$ cat config.mk
export PLATFORM = sky130hd
export DESIGN_NAME = spm_boot_loader
export DESIGN_NICKNAME = d
export VERILOG_FILES = /design/src/rtl/spm_pkg.sv /design/src/rtl/spm_boot_loader.sv
export SDC_FILE = /design/constraint.sdc
export NUM_CORES = 1
export LEC_CHECK = 0
export ABC_AREA = 1
export ABC_CLOCK_PERIOD_IN_PS = 3150
export BUFFER_PORTS_ARGS = -buffer_cell sky130_fd_sc_hd__clkbuf_2
export CAP_MARGIN = 15
export CORE_MARGIN = 2
export CORE_UTILIZATION = 30
export CTS_CLUSTER_SIZE = 20
export DETAILED_ROUTE_END_ITERATION = 12
export SYNTH_ARGS = -nofsm -noshare
export SYNTH_HDL_FRONTEND = slang
export SYNTH_SLANG_ARGS = --single-unit
$ cat constraint.sdc
create_clock -name clk -period 3.15 [get_ports clk]
set_clock_uncertainty 0.15 [all_clocks]
set_input_delay 0.315 -clock clk [delete_from_list [all_inputs] [get_ports clk]]
set_output_delay 0.315 -clock clk [all_outputs]
set_load 0.05 [all_outputs]
$ cat src/rtl/spm_pkg.sv
// Shared types and constants for the RISC_SPM program-load path.
package spm_pkg;

    localparam int         MEM_DEPTH = 256;
    localparam logic [7:0] SOF       = 8'hA5;

    typedef enum logic [2:0] {
        CLEAR,
        IDLE,
        GET_ADDR,
        GET_LEN,
        DATA,
        CHECK,
        DONE,
        ERROR
    } state_t;

endpackage

$ cat src/rtl/spm_boot_loader.sv
// Clears RISC_SPM program memory, loads one checksummed frame from a byte stream, then releases cpu_rst_n.
// Writes appear 1 cycle after the data handshake; in_ready is registered from state only (low in CLEAR/DONE).
module spm_boot_loader
    import spm_pkg::*;
#(
    parameter int               ADDR_W         = $clog2(MEM_DEPTH),
    parameter int               DATA_W         = 8,
    parameter bit               CLEAR_ON_RESET = 1'b1,
    parameter logic [DATA_W-1:0] SOF_BYTE      = DATA_W'(SOF)
) (
    input  logic              clk,
    input  logic              rst,
    input  logic              in_valid,
    input  logic [DATA_W-1:0] in_data,
    output logic              in_ready,
    output logic              mem_we,
    output logic [ADDR_W-1:0] mem_addr,
    output logic [DATA_W-1:0] mem_wdata,
    output logic              cpu_rst_n,
    output logic              busy,
    output logic              done,
    output logic              err
);

    state_t              state_q, state_d;
    logic [ADDR_W-1:0]   addr_q, addr_d;
    logic [ADDR_W:0]     cnt_q, cnt_d;
    logic [DATA_W-1:0]   sum_q, sum_d;
    logic                in_ready_q, in_ready_d;
    logic                mem_we_q, mem_we_d;
    logic [ADDR_W-1:0]   mem_addr_q, mem_addr_d;
    logic [DATA_W-1:0]   mem_wdata_q, mem_wdata_d;
    logic                cpu_rst_n_q, cpu_rst_n_d;
    logic                busy_q, busy_d;
    logic                done_q, done_d;
    logic                err_q, err_d;
    logic                xfer;

    assign xfer = in_valid & in_ready_q;

    always_comb begin
        state_d     = state_q;
        addr_d      = addr_q;
        cnt_d       = cnt_q;
        sum_d       = sum_q;
        mem_we_d    = 1'b0;
        mem_addr_d  = mem_addr_q;
        mem_wdata_d = mem_wdata_q;

        case (state_q)
            CLEAR: begin
                // addr_q doubles as the fill pointer and wraps back to 0 for the first frame
                mem_we_d    = 1'b1;
                mem_addr_d  = addr_q;
                mem_wdata_d = '0;
                addr_d      = addr_q + ADDR_W'(1);
                if (addr_q == '1) begin
                    state_d = IDLE;
                end
            end
            IDLE, ERROR: begin
                if (xfer && in_data == SOF_BYTE) begin
                    state_d = GET_ADDR;
                end
            end
            GET_ADDR: begin
                if (xfer) begin
                    addr_d  = ADDR_W'(in_data);
                    sum_d   = in_data;
                    state_d = GET_LEN;
                end
            end
            GET_LEN: begin
                if (xfer) begin
                    // a zero length byte means a full memory image
                    cnt_d   = (in_data == '0) ? (ADDR_W+1)'(2**ADDR_W) : (ADDR_W+1)'(in_data);
                    sum_d   = sum_q + in_data;
                    state_d = DATA;
                end
            end
            DATA: begin
                if (xfer) begin
                    mem_we_d    = 1'b1;
                    mem_addr_d  = addr_q;
                    mem_wdata_d = in_data;
                    addr_d      = addr_q + ADDR_W'(1);
                    cnt_d       = cnt_q - (ADDR_W+1)'(1);
                    sum_d       = sum_q + in_data;
                    if (cnt_q == (ADDR_W+1)'(1)) begin
                        state_d = CHECK;
                    end
                end
            end
            CHECK: begin
                if (xfer) begin
                    state_d = (in_data == sum_q) ? DONE : ERROR;
                end
            end
            DONE: begin
                state_d = DONE;
            end
            default: begin
                state_d = IDLE;
            end
        endcase

        // status outputs are registered copies of what the next state implies
        in_ready_d  = !(state_d inside {CLEAR, DONE});
        busy_d      = state_d inside {CLEAR, GET_ADDR, GET_LEN, DATA, CHECK};
        done_d      = (state_d == DONE);
        cpu_rst_n_d = (state_d == DONE);
        err_d       = (state_d == ERROR);
    end

    always_ff @(posedge clk) begin
        if (rst) begin
            state_q     <= CLEAR_ON_RESET ? CLEAR : IDLE;
            addr_q      <= '0;
            cnt_q       <= '0;
            sum_q       <= '0;
            in_ready_q  <= 1'b0;
            mem_we_q    <= 1'b0;
            mem_addr_q  <= '0;
            mem_wdata_q <= '0;
            cpu_rst_n_q <= 1'b0;
            busy_q      <= 1'b1;
            done_q      <= 1'b0;
            err_q       <= 1'b0;
        end else begin
            state_q     <= state_d;
            addr_q      <= addr_d;
            cnt_q       <= cnt_d;
            sum_q       <= sum_d;
            in_ready_q  <= in_ready_d;
            mem_we_q    <= mem_we_d;
            mem_addr_q  <= mem_addr_d;
            mem_wdata_q <= mem_wdata_d;
            cpu_rst_n_q <= cpu_rst_n_d;
            busy_q      <= busy_d;
            done_q      <= done_d;
            err_q       <= err_d;
        end
    end

    assign in_ready  = in_ready_q;
    assign mem_we    = mem_we_q;
    assign mem_addr  = mem_addr_q;
    assign mem_wdata = mem_wdata_q;
    assign cpu_rst_n = cpu_rst_n_q;
    assign busy      = busy_q;
    assign done      = done_q;
    assign err       = err_q;

endmodule

==> run_results.csv, run 1 <==
group,metric,value,unit
flow_run,cap_violations,0,
clock_network,hold_buffers,0,
clock_network,postCtsSetupBuffers,0,
global_route,antenna_found_initial,0,
floorplan,die_h,100,um
clock_network,path_clk_slew,100,ps
sta,hold_violations,0,
synthesis,synth_area_leaders,"dfxtp_1, nand2_1, a21oi_1",
critical_path,arrival,2290,ps
hold_path,min_path_cells,3,
global_route,grt_pass1_wl,11800,um
critical_path,path_common_cell,"nand2_1",
critical_path,critPathMaxFanout,14,
synthesis,synth_edf_count,0,
hold_path,hold_path_end,"mem_wdata[4]$_SDFFE_PP0P_",
floorplan,die-area,10100,um2
clock_network,cts-root-to-sink-buffers,2,
hold_path,min_from,"in_data[4]",
layout,post-route-util,34.1,%
sta,min_period_over_period,70.9,%
synthesis,synth_common_cells,"nand2_1, dfxtp_1, nor2_1",
detailed_routing,vias_per_cell,4.93,
clock_network,cts_root_buf,"clkbuf_8",
global_route,grt_max_degree,30,
floorplan,num_rows,35,
critical_path,r2r_start,"state_q[2]$_SDFF_PP0_",
placement,port_buffers,32,
detailed_routing,vias,2690,
synthesis,synth_nets,430,
detailed_routing,routed_wl,7060,um
sta,setup_viol,0,
critical_path,regToRegSetupSlack,920,ps
layout,stdcell_count,546,
synthesis,yosys.cell_count.top_type,"nand2_1",
critical_path,r2r.worst_path.cells,7,
critical_path,crit_chain,"nand2_1 -> nand2_1 -> nand2_1 -> inv_1 -> a21oi_1 -> o21ai_0 -> a21oi_1",
global_route,grt_pass1_vias,2523,
clock_network,clkSinkCount,49,
synthesis,syn_inst,408,
sta,worst-slew-pin-transition,659,ps
floorplan,core,9110,um2
synthesis,ys_warn_count,0,
detailed_routing,drt-pass1-iter-count,4,
layout,n_antenna_cell,0,
sta,fmax,0.447,GHz
synthesis,synth_top_area_share,35.2,%
power_and_ir_drop,p_leak,1.40,nW
placement,place_hpwl,5250,um
critical_path,cpMaxStageDelayCell,"dfxtp_1",
critical_path,startpoint_type,"flip-flop",
clock_network,htree_levels,2,
critical_path,worstSetupPathType,"reg -> reg",
critical_path,cp-end-kind,"flip-flop",
floorplan,start_util,30.6,%
power_and_ir_drop,power.density,443,nW/um2
clock_network,cts_resized,0,
placement,dp.cells,538,
synthesis,ys_ff_latch,49,
placement,place.gp.congestion,0.872,
global_route,grt_use_total,14.9,%
critical_path,required,3200,ps
synthesis,yosysSeqAreaShare,35.2,%
sta,timing.final.crit_period,2230,ps
layout,drive_above_1_share,13.8,%
sta,finalSetupTns,0,ps
synthesis,yosysTopAreaCell,"dfxtp_1",
detailed_routing,drt-initial-drc-count,121,
detailed_routing,ant_nets,0,
detailed_routing,wl_per_cell,12.9,um
floorplan,die_w,100,um
sta,rsz0062_at_grt,"no",
critical_path,cpPeakStageDelay,640,ps
clock_network,cts_tree,"yes",
synthesis,avgSynthCellArea,6.82,um2
sta,relSlewSlack,56.1,%
sta,slew_viol_final,0,
clock_network,clk_latency,320,ps
floorplan,ios,33,
power_and_ir_drop,ir_worst_vdd,0.000185,V
global_route,overflow,0,
power_and_ir_drop,finalPower,0.00138,W
synthesis,synth-async-reset-ratio,0,%
synthesis,synth_area,2780,um2
run_status,outcome,"complete, no violations",
clock_network,cts_made_buffers,5,
layout,area_delta_synth_final,11.7,%
hold_path,hold_path_class,"in -> reg",
critical_path,r2r-end,"addr_q[7]$_SDFFE_PP0P_",
layout,final_nets,456,
synthesis,synthFlopType,"dfxtp_1",
synthesis,synth_cell_types,36,
detailed_routing,drc,0,
[layout make-up]
class	count	area (um2)
Clock buffer	6	72.6
Clock inverter	2	38.8
Fill cell	1022	6000
Inverter	43	164
Multi-Input combinational cell	303	1550
Sequential cell	49	981
Tap cell	111	139
Timing Repair Buffer	32	160
[stage by stage]
stage	setup WS, ps	cell area (um2)	hold slack, ps
floorplan	1260	2780	294
global placement	949	3000	305
global route	647	3110	165
detailed placement	912	3000	306
CTS	902	3110	149
finish	915	3110	160
[layout by cell type, fill, tap and decap left out, drive strengths merged, types with 2 or more instances in the layout]
| cell type | instances |
|---|---|
| nand2 | 107 |
| nor2 | 50 |
| dfxtp | 49 |
| inv | 43 |
| a21oi | 41 |
| clkbuf | 38 |
| o21ai | 38 |
| nand3 | 22 |
| ha | 10 |
| a211oi | 7 |
| xor2 | 6 |
| a31oi | 5 |
| nand4 | 4 |
| nor3 | 2 |
| nor4 | 2 |
| a311oi | 2 |
[cell families after synthesis]
group / Yosys count / share of synthesized area [%]
AND/OR/NAND/NOR: 189 / 29.0
AO/OA/AOI/OAI: 96 / 19.4
adder cells (fa/ha/maj): 11 / 5.21
flip-flops: 49 / 35.2
buffers and inverters: 56 / 8.94
XOR/XNOR: 7 / 2.20
[worst max-delay path by stage]
stage	startpoint	to	slack, ps	cells after the start
after global placement	in_valid	addr_q[7]$_SDFFE_PP0P_	950	9
final	state_q[2]$_SDFF_PP0_	addr_q[7]$_SDFFE_PP0P_	920	7
after floorplan	in_ready$_SDFF_PP0_	addr_q[3]$_SDFFE_PP0P_	1260	7
after global routing	state_q[2]$_SDFF_PP0_	addr_q[7]$_SDFFE_PP0P_	650	7
after CTS	state_q[2]$_SDFF_PP0_	addr_q[7]$_SDFFE_PP0P_	900	7
after detailed placement	in_valid	addr_q[7]$_SDFFE_PP0P_	910	9
[worst max-delay path: cells and delay by family (launching register included)]
| family | cells | cell delay [ps] |
|---|---|---|
| simple gates | 3 | 850 |
| flops | 1 | 640 |
| compound gates | 3 | 240 |
| buf+inv | 1 | 220 |
[layer usage]
| metal | wire (um) | vias up | track usage (%) |
|---|---|---|---|
| met2 | 3230 | 57 | 23.3 |
| li1 | - | 1393 | - |
| met1 | 3370 | 1225 | 19.4 |
| met5 | 0 | - | 0 |
| met3 | 341 | 15 | 3.97 |
| met4 | 127 | 0 | 6.43 |
[flip-flops by register name, indices dropped and copies added (netlist names)]
name,count
cnt_q,9
in_ready,1
err,1
sum_q,8
addr_q,8
mem_wdata,8
state_q,3
mem_we,1
mem_addr,8
busy,1
done,1
[report_power, final]
part	total, W	leakage (nW)	internal, W	switching, W
logic	0.000249	0.948	0.0000615	0.000187
clock network	0.000460	0.0554	0.000239	0.000222
registers	0.000667	0.396	0.000646	0.0000216
Note: power is estimated with default switching activity, not from simulation.
==> run 2: changes to the inputs <==
Settings changed: ABC_CLOCK_PERIOD_IN_PS 3150 to 2100.
Clock period 3.15 ns to 2.1 ns, I/O delays scaled along.
==> run_results.csv, run 2 (synthesis gave the netlist of run 1 again) <==
group,metric,value,unit
layout,area_delta_synth_final,13.8,%
global_route,antenna_found_initial,0,
global_route,overflow,0,
layout,stdcell_count,556,
floorplan,die_w,100,um
critical_path,required,2160,ps
critical_path,worstSetupEndpoint,"in_ready$_SDFF_PP0_",
floorplan,start_util,30.6,%
placement,port_buffers,32,
critical_path,critPathMaxFanout,14,
sta,setup_viol,0,
clock_network,postCtsSetupBuffers,0,
layout,drive_above_1_share,16.0,%
clock_network,path_clk_slew,100,ps
sta,fmax,0.547,GHz
detailed_routing,drt-pass1-iter-count,4,
floorplan,die_h,100,um
sta,relSlewSlack,63.5,%
critical_path,r2r-end,"in_ready$_SDFF_PP0_",
sta,min_period_over_period,87.0,%
run_status,outcome,"complete, no violations",
clock_network,clk_latency,320,ps
detailed_routing,ant_nets,0,
sta,rsz0062_at_grt,"no",
layout,n_antenna_cell,0,
hold_path,hold_path_class,"in -> reg",
placement,place.gp.congestion,0.907,
detailed_routing,vias,2737,
detailed_routing,routed_wl,7260,um
clock_network,htree_levels,2,
sta,timing.final.crit_period,1830,ps
global_route,grt_max_degree,29,
hold_path,min_path_cells,3,
floorplan,num_rows,35,
sta,finalSetupTns,0,ps
global_route,grt_pass1_vias,2597,
clock_network,cts-root-to-sink-buffers,2,
clock_network,clkSinkCount,49,
power_and_ir_drop,power.density,632,nW/um2
flow_run,cap_violations,0,
critical_path,crit_start,"state_q[2]$_SDFF_PP0_",
critical_path,r2r.worst_path.cells,9,
critical_path,cp-end-kind,"flip-flop",
detailed_routing,drc,0,
layout,final_nets,466,
critical_path,startpoint_type,"flip-flop",
critical_path,worstSetupPathType,"reg -> reg",
placement,dp.cells,548,
power_and_ir_drop,ir_worst_vdd,0.000239,V
power_and_ir_drop,finalPower,0.00200,W
floorplan,core,9110,um2
critical_path,regToRegSetupSlack,270,ps
sta,slew_viol_final,0,
detailed_routing,drt-initial-drc-count,130,
detailed_routing,vias_per_cell,4.92,
detailed_routing,wl_per_cell,13.1,um
clock_network,cts_resized,0,
sta,hold_violations,0,
power_and_ir_drop,p_leak,1.44,nW
layout,final_cell_mix,"nand2_1, dfxtp_1, nor2_1",
floorplan,ios,33,
clock_network,cts_tree,"yes",
floorplan,die-area,10100,um2
critical_path,r2r_start,"state_q[2]$_SDFF_PP0_",
layout,largest_register_ffs,9,
clock_network,cts_made_buffers,5,
placement,place_hpwl,5530,um
clock_network,cts_root_buf,"clkbuf_8",
layout,largest_register,"cnt_q",
critical_path,arrival,1890,ps
global_route,grt_pass1_wl,12400,um
sta,worst-slew-pin-transition,547,ps
clock_network,hold_buffers,0,
global_route,grt_use_total,15.4,%
layout,layout_commonest_cell,"nand2_1",
## run 2: cell count changes in the layout (fill, tap and decap cells not counted), sizes merged
cell,previous run,this run
buf,0,10
inv,43,44
bufinv,1,0
clkbuf,38,37
clkinvlp,0,1
## run 2: report_power, final
group	switching, W	internal, W
Sequential	0.0000335	0.000971
Combinational	0.000291	0.000110
Clock	0.000354	0.000241
## run 2: how the worst min path moves through the flow
stage	startpoint	slack, ps	to
floorplan	in_data[0]	200	mem_wdata[0]$_SDFFE_PP0P_
global placement	mem_wdata[5]$_SDFFE_PP0P_	300	mem_wdata[5]$_SDFFE_PP0P_
detailed placement	mem_wdata[4]$_SDFFE_PP0P_	310	mem_wdata[4]$_SDFFE_PP0P_
CTS	in_data[7]	80	mem_wdata[7]$_SDFFE_PP0P_
global route	in_data[7]	90	mem_wdata[7]$_SDFFE_PP0P_
finish	in_data[7]	80	mem_wdata[7]$_SDFFE_PP0P_
## run 2: metrics by stage
step                      worst slack [ps]  util [%]  cell area (um2)  hold WS, ps
final                                  273      34.8             3170         82.0
after global routing                  37.8      34.8             3170         94.8
after CTS                              288      34.8             3170         77.2
after detailed placement               195      33.7             3070          308
after global placement                 223      33.7             3070          304
after floorplan                        210         -             2780          203
## run 2: cell type report
cell class                 count  area, um2
fill                        1004       5940
multi-input combinational    303       1550
sequential                    49        981
timing repair buffer          42        235
inverter                      43        164
tap                          111        139
clock buffer                   5       68.8
clock inverter                 3       25.0
## run 2: worst max-delay path, stage by stage (launching register included)
cell and delay, ps:
dfxtp_1 620, nor2_4 90, nand2_4 120, inv_2 120
nand2_1 110, nand3_1 100, nor2_2 170, nand2_1 90
nand2_1 80, nand2_1 60
## run 2: layer usage
| metal | up-vias | global-route usage (%) | wire [um] | share of wire [%] |
|---|---|---|---|---|
| met1 | 1242 | 20.7 | 3450 | 48 |
| met2 | 66 | 24.8 | 3430 | 47 |
| met4 | 0 | 5.48 | 91 | 1.3 |
| met3 | 9 | 2.65 | 280 | 3.9 |
| met5 | - | 0 | 0 | 0 |
| li1 | 1420 | - | - | - |
==> run 3: changes to the inputs <==
Settings changed: ABC_AREA 1 to unset.
==> run_results.csv, run 3 <==
group,metric,value,unit
floorplan,die-area,10200,um2
hold_path,min_from,"in_data[1]",
detailed_routing,ant_nets,0,
synthesis,avgSynthCellArea,8.12,um2
synthesis,yosys.cell_count.top_type,"dfxtp_1",
global_route,grt_pass1_wl,12700,um
critical_path,startpoint_type,"flip-flop",
detailed_routing,routed_wl,7790,um
flow_run,cap_violations,0,
clock_network,cts_resized,0,
layout,final_nets,422,
power_and_ir_drop,p_leak,1.34,nW
detailed_routing,drt-initial-drc-count,128,
floorplan,start_util,30.7,%
synthesis,synth_edf_count,0,
layout,final_cell_mix,"dfxtp_1, nand2_1, nor2_1",
clock_network,cts_root_buf,"clkbuf_8",
synthesis,synthFlopType,"dfxtp_1",
sta,fmax,0.494,GHz
layout,fillerInstances,957,
detailed_routing,vias_per_cell,5.30,
layout,layout_commonest_cell,"dfxtp_1",
layout,area_delta_synth_final,22.6,%
global_route,grt_use_total,15.7,%
critical_path,required,2190,ps
clock_network,hold_buffers,0,
sta,relSlewSlack,71.5,%
clock_network,cts_made_buffers,5,
sta,slew_viol_final,0,
floorplan,die_w,101,um
critical_path,critPathMaxFanout,4,
detailed_routing,met2WireLength,3480,um
clock_network,path_clk_slew,90,ps
critical_path,r2r.worst_path.cells,7,
synthesis,syn_inst,347,
critical_path,arrival,2110,ps
synthesis,synth_area,2820,um2
global_route,grt_max_degree,34,
critical_path,r2r-end,"sum_q[7]$_SDFFE_PP0P_",
clock_network,cts_tree,"yes",
sta,finalSetupTns,0,ps
layout,largest_register,"cnt_q",
sta,setup_viol,0,
clock_network,postCtsSetupBuffers,0,
sta,min_period_over_period,96.3,%
sta,hold_violations,0,
global_route,grt_pass1_vias,2553,
synthesis,yosysSeqAreaShare,34.8,%
synthesis,ys_warn_count,0,
synthesis,ys_ff_latch,49,
detailed_routing,wl_per_cell,15.2,um
sta,rsz0062_at_grt,"no",
floorplan,die_h,101,um
power_and_ir_drop,ir_worst_vdd,0.000290,V
critical_path,regToRegSetupSlack,80,ps
power_and_ir_drop,power.density,528,nW/um2
global_route,antenna_found_initial,0,
synthesis,synth_cell_types,65,
layout,drive_above_1_share,26.9,%
hold_path,hold_path_class,"in -> reg",
synthesis,synth_common_cells,"dfxtp_1, nor2_1, nand2_1",
detailed_routing,drc,0,
critical_path,worstSetupEndpoint,"sum_q[7]$_SDFFE_PP0P_",
placement,place_hpwl,5710,um
sta,timing.final.crit_period,2020,ps
synthesis,synth_area_leaders,"dfxtp_1, nor2_1, nand2_1",
floorplan,num_rows,35,
placement,place.gp.congestion,0.871,
detailed_routing,wl_met3,293,um
clock_network,clkSinkCount,49,
floorplan,ios,33,
detailed_routing,drt-pass1-iter-count,4,
critical_path,worstSetupPathType,"reg -> reg",
critical_path,crit_start,"sum_q[3]$_SDFFE_PP0P_",
synthesis,yosysTopAreaCell,"dfxtp_1",
run_status,outcome,"complete, no violations",
layout,largest_register_ffs,9,
global_route,overflow,0,
placement,port_buffers,32,
synthesis,synth_top_area_share,34.8,%
synthesis,synth-async-reset-ratio,0,%
clock_network,clk_latency,310,ps
sta,worst-slew-pin-transition,427,ps
clock_network,htree_levels,2,
detailed_routing,vias,2715,
layout,post-route-util,37.6,%
synthesis,synth_nets,369,
detailed_routing,top_layer_used,"met4",
clock_network,cts-root-to-sink-buffers,2,
layout,n_antenna_cell,0,
critical_path,cp-end-kind,"flip-flop",
floorplan,core,9200,um2
detailed_routing,drt-met1-wl,3840,um
critical_path,r2r_start,"sum_q[3]$_SDFFE_PP0P_",
==> run 3: cell count changes after synthesis, sizes merged, moves of 5 or more <==
cell | previous run | this run
nand2 | 107 | 44
inv | 43 | 10
a22oi | 0 | 16
o21ai | 38 | 23
a21oi | 41 | 28
clkbuf | 3 | 15
nand3 | 22 | 12
xnor2 | 1 | 7
o31ai | 0 | 5
==> run 3: report_power, final <==
part	switching [W]	internal, W	total (W)
clock	0.000334	0.000389	0.000722
sequential	0.00000537	0.000937	0.000943
combinational	0.0000966	0.0000613	0.000158
total	0.000436	0.00139	0.00182
==> run 3: kinds of logic after synthesis <==
logic type	synth area share, %
buffers and inverters	6.92
AND/OR/NAND/NOR	23.4
AO/OA/AOI/OAI	24.7
XOR/XNOR	2.80
flip-flops	34.8
multiplexers	1.86
adder cells (fa/ha/maj)	5.50
==> run 3: stage by stage <==
| stage | hold slack (ps) | worst slack, ps | instance area, um2 | std cells | total power, W |
|---|---|---|---|---|---|
| finish | 95.0 | 77.7 | 3460 | 512 | 0.00182 |
| global route | 121 | 5.35 | 3460 | 512 | 0.00189 |
| CTS | 97.8 | 3.85 | 3370 | 512 | 0.00183 |
| detailed placement | 296 | 14.2 | 3250 | 504 | 0.00111 |
| global placement | 293 | 42.1 | 3250 | 504 | 0.00111 |
| floorplan | 208 | 74.0 | 2820 | 347 | 0.00104 |
==> run 3: critical path, cell delays in order, from the launching register on <==
cell and delay (ps):
dfxtp_1 390, ha_4 230, a21o_1 180, a21oi_1 140, o21ai_0 130, a31oi_1 230, mux2_2 360, a41oi_1 140
==> run 3: worst min path at each step <==
stage	end	cells past startpoint
final	addr_q[1]$_SDFFE_PP0P_	3
after global routing	addr_q[1]$_SDFFE_PP0P_	3
after CTS	addr_q[1]$_SDFFE_PP0P_	3
after detailed placement	mem_addr[1]$_SDFFE_PP0P_	2
after global placement	mem_addr[4]$_SDFFE_PP0P_	2
after floorplan	addr_q[0]$_SDFFE_PP0P_	2
==> run 3: final cells by class <==
class | instances | area (um2) | share of cell area [%]
flip-flops and latches | 49 | 983 | 28.5
clock buffers | 7 | 86.3 | 2.50
well taps | 111 | 139 | 4.02
repair buffers | 69 | 450 | 13.0
inverters | 10 | 37.5 | 1.09
multi-input cells | 265 | 1730 | 50.0
clock inverters | 1 | 30.0 | 0.869
==> run 3: layer usage <==
layer	global-route usage [%]	vias to the layer above
li1	-	1352
met1	22.0	1280
met5	0	-
met3	2.01	17
met2	24.7	66
met4	5.61	0
